### config.mk
export PLATFORM = sky130hd
export DESIGN_NAME = gsm_resp_rx
export DESIGN_NICKNAME = d
export VERILOG_FILES = /design/src/rtl/gsm_pkg.sv /design/src/rtl/uart_rx_byte.sv /design/src/rtl/gsm_resp_rx.sv
export SDC_FILE = /design/constraint.sdc
export NUM_CORES = 1
export LEC_CHECK = 0
export CORE_UTILIZATION = 68
export DETAILED_ROUTE_END_ITERATION = 6
export DONT_BUFFER_PORTS = 1
export PLACE_DENSITY = 0.84
export REMOVE_ABC_BUFFERS = 1
export SKIP_CTS_REPAIR_TIMING = 1
export SYNTH_ARGS = -nofsm -noshare
export SYNTH_HDL_FRONTEND = slang
export SYNTH_HIERARCHICAL = 1
export SYNTH_SLANG_ARGS = --single-unit
### constraint.sdc
create_clock -name clk -period 4.7 [get_ports clk]
set_input_delay 0 -clock clk [delete_from_list [all_inputs] [get_ports clk]]
set_output_delay 0 -clock clk [all_outputs]
set_load 0.05 [all_outputs]
### src/rtl/gsm_pkg.sv
// Shared constants and types for the GSM modem receive path.
// Holds ASCII codes, the matched response strings and the UART RX state encoding.
package gsm_pkg;

    localparam logic [7:0] CR    = 8'h0D;
    localparam logic [7:0] LF    = 8'h0A;
    localparam logic [7:0] GT    = 8'h3E;
    localparam logic [7:0] COMMA = 8'h2C;

    localparam logic [15:0] STR_OK    = "OK";
    localparam logic [39:0] STR_ERROR = "ERROR";
    localparam logic [47:0] STR_CMTI  = "+CMTI:";

    typedef enum logic [1:0] {
        RxIdle,
        RxStart,
        RxData,
        RxStop
    } rx_state_t;

    function automatic logic is_ascii_digit(input logic [7:0] b);
        return (b >= 8'h30) && (b <= 8'h39);
    endfunction

endpackage

### src/rtl/uart_rx_byte.sv
// 8N1 UART byte receiver: 2-FF synchroniser plus a baud-counting RX FSM.
// Emits one-cycle rx_valid / frame_err strobes after the stop-bit sample.
module uart_rx_byte
    import gsm_pkg::*;
#(
    parameter int unsigned DIV = 5208
) (
    input  logic       clk,
    input  logic       rst_n,
    input  logic       rx,
    output logic [7:0] rx_byte,
    output logic       rx_valid,
    output logic       frame_err
);

    localparam int unsigned CW = $clog2(DIV);
    localparam logic [CW-1:0] HALF_M1 = CW'(DIV / 2 - 1);
    localparam logic [CW-1:0] FULL_M1 = CW'(DIV - 1);

    rx_state_t     state;
    logic          rx_meta;
    logic          rx_sync;
    logic          rx_prev;
    logic [CW-1:0] cnt;
    logic [2:0]    bit_cnt;
    logic [7:0]    shreg;

    always_ff @(posedge clk or negedge rst_n) begin
        if (!rst_n) begin
            state     <= RxIdle;
            rx_meta   <= 1'b1;
            rx_sync   <= 1'b1;
            rx_prev   <= 1'b1;
            cnt       <= '0;
            bit_cnt   <= '0;
            shreg     <= '0;
            rx_byte   <= '0;
            rx_valid  <= 1'b0;
            frame_err <= 1'b0;
        end else begin
            rx_meta   <= rx;
            rx_sync   <= rx_meta;
            rx_prev   <= rx_sync;
            rx_valid  <= 1'b0;
            frame_err <= 1'b0;
            unique case (state)
                RxIdle: begin
                    if (rx_prev && !rx_sync) begin
                        state   <= RxStart;
                        cnt     <= '0;
                        bit_cnt <= '0;
                    end
                end
                RxStart: begin
                    // Mid-start-bit check rejects short glitches on the idle line
                    if (cnt == HALF_M1) begin
                        cnt   <= '0;
                        state <= rx_sync ? RxIdle : RxData;
                    end else begin
                        cnt <= cnt + 1'b1;
                    end
                end
                RxData: begin
                    if (cnt == FULL_M1) begin
                        cnt     <= '0;
                        shreg   <= {rx_sync, shreg[7:1]};
                        bit_cnt <= bit_cnt + 1'b1;
                        if (bit_cnt == 3'd7) begin
                            state <= RxStop;
                        end
                    end else begin
                        cnt <= cnt + 1'b1;
                    end
                end
                RxStop: begin
                    if (cnt == FULL_M1) begin
                        cnt   <= '0;
                        state <= RxIdle;
                        if (rx_sync) begin
                            rx_valid <= 1'b1;
                            rx_byte  <= shreg;
                        end else begin
                            frame_err <= 1'b1;
                        end
                    end else begin
                        cnt <= cnt + 1'b1;
                    end
                end
                default: state <= RxIdle;
            endcase
        end
    end

endmodule

### src/rtl/gsm_resp_rx.sv
// GSM modem receive path: UART bytes are assembled into lines and classified
// as OK / ERROR / +CMTI, with immediate detection of the '>' send prompt.
module gsm_resp_rx
    import gsm_pkg::*;
#(
    parameter int unsigned CLK_HZ   = 50_000_000,
    parameter int unsigned BAUD     = 9600,
    parameter int unsigned MAX_LINE = 16
) (
    input  logic       clk,
    input  logic       rst_n,
    input  logic       rx,
    output logic [7:0] rx_byte,
    output logic       rx_valid,
    output logic       frame_err,
    output logic       resp_ok,
    output logic       resp_error,
    output logic       resp_prompt,
    output logic       resp_cmti,
    output logic [7:0] sms_index,
    output logic       line_ovf
);

    localparam int unsigned DIV = CLK_HZ / BAUD;
    localparam int unsigned LW  = $clog2(MAX_LINE + 1);
    localparam logic [LW-1:0] LEN_MAX = LW'(MAX_LINE);

    uart_rx_byte #(
        .DIV(DIV)
    ) u_uart_rx_byte (
        .clk      (clk),
        .rst_n    (rst_n),
        .rx       (rx),
        .rx_byte  (rx_byte),
        .rx_valid (rx_valid),
        .frame_err(frame_err)
    );

    // Only the first six bytes ever take part in a string compare, so only
    // those are kept; len still counts the whole line for overflow detection.
    logic [7:0]    head [6];
    logic [LW-1:0] len;
    logic          ovf;
    logic          comma_seen;
    logic          tail_ok;
    logic [1:0]    ndig;
    logic [9:0]    idx_acc;

    logic is_term;
    logic is_digit;
    logic line_ok;
    logic line_error;
    logic line_cmti;

    assign is_term    = (rx_byte == CR) || (rx_byte == LF);
    assign is_digit   = is_ascii_digit(rx_byte);
    assign line_ok    = (len == LW'(2)) && ({head[0], head[1]} == STR_OK);
    assign line_error = (len == LW'(5)) &&
                        ({head[0], head[1], head[2], head[3], head[4]} == STR_ERROR);
    assign line_cmti  = (len >= LW'(6)) &&
                        ({head[0], head[1], head[2], head[3], head[4], head[5]} == STR_CMTI) &&
                        comma_seen && tail_ok && (ndig != 2'd0);

    always_ff @(posedge clk or negedge rst_n) begin
        if (!rst_n) begin
            for (int i = 0; i < 6; i++) begin
                head[i] <= '0;
            end
            len         <= '0;
            ovf         <= 1'b0;
            comma_seen  <= 1'b0;
            tail_ok     <= 1'b0;
            ndig        <= '0;
            idx_acc     <= '0;
            resp_ok     <= 1'b0;
            resp_error  <= 1'b0;
            resp_prompt <= 1'b0;
            resp_cmti   <= 1'b0;
            line_ovf    <= 1'b0;
            sms_index   <= '0;
        end else begin
            resp_ok     <= 1'b0;
            resp_error  <= 1'b0;
            resp_prompt <= 1'b0;
            resp_cmti   <= 1'b0;
            line_ovf    <= 1'b0;
            if (rx_valid) begin
                if (is_term) begin
                    if (len != '0) begin
                        if (ovf) begin
                            line_ovf <= 1'b1;
                        end else if (line_ok) begin
                            resp_ok <= 1'b1;
                        end else if (line_error) begin
                            resp_error <= 1'b1;
                        end else if (line_cmti) begin
                            resp_cmti <= 1'b1;
                            sms_index <= (idx_acc > 10'd255) ? 8'hFF : idx_acc[7:0];
                        end
                        len        <= '0;
                        ovf        <= 1'b0;
                        comma_seen <= 1'b0;
                        tail_ok    <= 1'b0;
                        ndig       <= '0;
                        idx_acc    <= '0;
                    end
                end else if (rx_byte == GT && len == '0) begin
                    // The modem sends "> " without a terminator
                    resp_prompt <= 1'b1;
                end else if (len < LEN_MAX) begin
                    if (len < LW'(6)) begin
                        head[3'(len)] <= rx_byte;
                    end
                    len <= len + 1'b1;
                    // Track the digits following the most recent comma
                    if (rx_byte == COMMA) begin
                        comma_seen <= 1'b1;
                        tail_ok    <= 1'b1;
                        ndig       <= '0;
                        idx_acc    <= '0;
                    end else if (is_digit) begin
                        if (ndig == 2'd3) begin
                            tail_ok <= 1'b0;
                        end else begin
                            ndig    <= ndig + 1'b1;
                            idx_acc <= 10'(idx_acc * 10'd10) + {6'd0, rx_byte[3:0]};
                        end
                    end else begin
                        tail_ok <= 1'b0;
                    end
                end else begin
                    ovf <= 1'b1;
                end
            end
        end
    end

endmodule
==> impl_metrics.tcl <==
set metrics [dict create \
    synth_top_area_share 0.4930 \
    seqPwrFrac 0.454 \
    p_int_mw 1.760 \
    synth_edf_count 0 \
    setup_ws_ns 1.353 \
    syn_area_per_cell_um2 12.29 \
    path_delay_family "simple AND/OR/NAND/NOR gates" \
    cts_tree "yes" \
    fin_tns_setup_ns 0 \
    synthSimpleGateAreaFrac 0.1629 \
    crit_start "u_uart_rx_byte/rx_byte[3]" \
    most-common-layout-cells "117 x dfrtp_1, 66 x mux2_2, 32 x nand2_1, 30 x nor2_1, 23 x ha_1" \
    wl_met3_um 546 \
    port_buffers 0 \
    cts.sinks 120 \
    netlist_area_mm2 0.005938 \
    swShare 0.2575 \
    p_leak_nw 3.223 \
    antenna_found_initial 0 \
    required_ns 5.10 \
    cp_slowest_cell "dfrtp_1" \
    nets 513 \
    dieArea_mm2 0.009111 \
    wl_um 11830 \
    synthMuxAreaShare 0.1488 \
    hold_violations 0 \
    hold_path_class "input pin to register" \
    ys_seq_elements 120 \
    h-tree-depth 4 \
    avgRoutedWirePerCell_um 19.62 \
    maxSlewViolCount 0 \
    arrival_ns 3.75 \
    relSlewSlack 0.3665 \
    dieHeight_um 95.45 \
    grt_pass1_vias 3828 \
    path_class "register to register" \
    fillCellCount 490 \
    drc 0 \
    pwr-share-clk 0.512 \
    cts-root-buf "clkbuf_8" \
    drive_gt1_frac 0.2570 \
    place_hpwl_um 7550 \
    rsz0062_at_grt "false" \
    yosysSeqAreaShare 0.5063 \
    grt_use_total 0.2900 \
    grt-ovfl-total 0 \
    min_from "rx" \
    clk_latency_ns 0.52 \
    highest_layer "met4" \
    r2r_start "u_uart_rx_byte/rx_byte[3]" \
    setup_violations 0 \
    worstSetupEndpointType "register" \
    fin_crit_sh 0.7121 \
    fmax_ghz 0.2988 \
    die_w_um 95.45 \
    path_buf_inv 0 \
    synth_xor_xnor_area_share 0.02297 \
    tightest_slew_ns 0.9503 \
    viasPerCell 6.408 \
    first_iter_violations 194 \
    coreArea_mm2 0.008341 \
    antenna_left 0 \
    gp_congestion 0.8328 \
    synth_area_leaders "dfrtp_1 49%, mux2_2 13%, ha_1 4.8%" \
    worstPathCellList "nor3b_1 -> o211ai_2 -> nor3b_2 -> and4_1 -> nand4_4 -> mux2_2" \
    synthCells 483 \
    ys_warn_count 6 \
    layout_commonest_cell "dfrtp_1" \
    drtPass1Iterations 5 \
    critPathMaxFanout 11 \
    grt_pass1_wl_um 19380 \
    num_rows 33 \
    diodes 0 \
    io-pin-count 26 \
    synthFlopType "dfrtp_1" \
    p_per_area_mw_per_mm2 362.0 \
    dr_total_vias 3864 \
    grt_max_degree 121 \
    outcome "finished clean" \
    cpPeakStageDelay_ns 0.84 \
    start_kind "register" \
    synth_top_family_by_area "simple AND/OR/NAND/NOR gates" \
    synth_compound_area_frac 0.07185 \
    met2_length_um 5698 \
    fin_crit_ns 3.347 \
    clk_pin_slew_worst_paths_ns 0.06 \
    synth_top_area_cell "dfrtp_1" \
    synth_fa_ha_area_frac 0.05520 \
    p_comb_frac 0.034 \
    r2r_slack_ns 1.35 \
    place_worst_setup_slack_ns 1.507 \
    synth_cell_types 64 \
    maxCapViolCount 0 \
    area_delta_synth_final_pct 10.26 \
    peakVddDrop_mv 0.3741 \
    cts_buffers 17 \
    p_switching_mw 0.6103 \
    synth-async-reset-ratio 1.000 \
    cts_buffer_depth 2 \
    met1_length_um 5338 \
    skew_ns 0.009257 \
    start_util 0.7120 \
]
[layout make-up]
class | count | area [µm²] | area share
clock buffer | 17 | 414.1 | 0.06325
clock inverter | 15 | 153.9 | 0.02350
inverter | 14 | 52.55 | 0.008026
multi-input combinational | 329 | 2741 | 0.4187
sequential | 120 | 3007 | 0.4592
tap | 105 | 131.4 | 0.02006
timing repair buffer | 3 | 47.55 | 0.007262
[sequential cells by signal, summed over array words and instances (netlist names), 2 cells and up, named ones only]
register and flops:
head 48, sms_index 8, u_uart_rx_byte/cnt 13, idx_acc 10
u_uart_rx_byte/bit_cnt 3, u_uart_rx_byte/shreg 8, len 5, u_uart_rx_byte/rx_byte 8
ndig 2
[synthesized netlist by cell type, types with 3 or more instances]
library cell    n
dfrtp_1       117
mux2_2         66
nand2_1        32
nor2_1         30
ha_1           23
inv_1          14
nand3_1        13
a21oi_1        11
nand4_1        10
a22o_1          9
or3_1           9
xnor2_1         9
a21o_1          8
a31oi_1         8
mux2_4          8
nor3_1          7
o31ai_1         7
and3_1          5
buf_2           5
nor2b_1         5
nor3_2          5
o21ai_0         5
a41oi_1         4
buf_4           4
buf_6           4
nor4_1          4
xor2_1          4
buf_1           3
clkbuf_1        3
dfstp_2         3
nand2b_1        3
nand4b_1        3
or4bb_1         3
[logic make-up after synthesis]
kind of cell               count (synthesis)
and+or+nand+nor                          155
AOI/OAI and AO/OA                         59
DFF                                      120
xor gates and xnor gates                  14
adders and majority gates                 25
buffers and inverters                     34
muxes                                     76
[final timing paths]
check | endpoint | cells past startpoint
max in group asynchronous | u_uart_rx_byte/cnt[7] | 2
worst min-delay path | u_uart_rx_byte/rx_meta | 1
min in group asynchronous | idx_acc[6] | 2
worst max-delay path | sms_index[5] | 6
worst max register to register | sms_index[5] | 6
worst min register to register | u_uart_rx_byte/rx_sync | 0
[power by group through the flow]
stage	clock (mW)	combinational, mW	sequential [mW]
after floorplan	0	0.0474	1.09
after global placement	0	0.0542	1.09
after detailed placement	0	0.0571	1.09
after CTS	1.22	0.0580	1.08
after global routing	1.27	0.0941	1.08
final	1.21	0.0808	1.08
[layer usage]
layer,track usage,up-vias
met5,0,-
met4,0.1294,0
met3,0.06858,22
met2,0.4458,112
met1,0.3921,1963
li1,-,1767
[per-stage QoR]
stage	cell area, µm²	hold WS [ns]	utilization	cells	power (mW)
final	6548	0.02073	0.7850	603	2.370
after global routing	6548	0.003983	0.7850	603	2.447
after CTS	6500	-0.8420	0.7793	600	2.357
after detailed placement	5932	-0.2935	0.7112	568	1.151
after global placement	5932	-0.2929	0.7112	568	1.147
after floorplan	5801	-0.2956	-	463	1.136
Power figures use the tool's default switching activity.
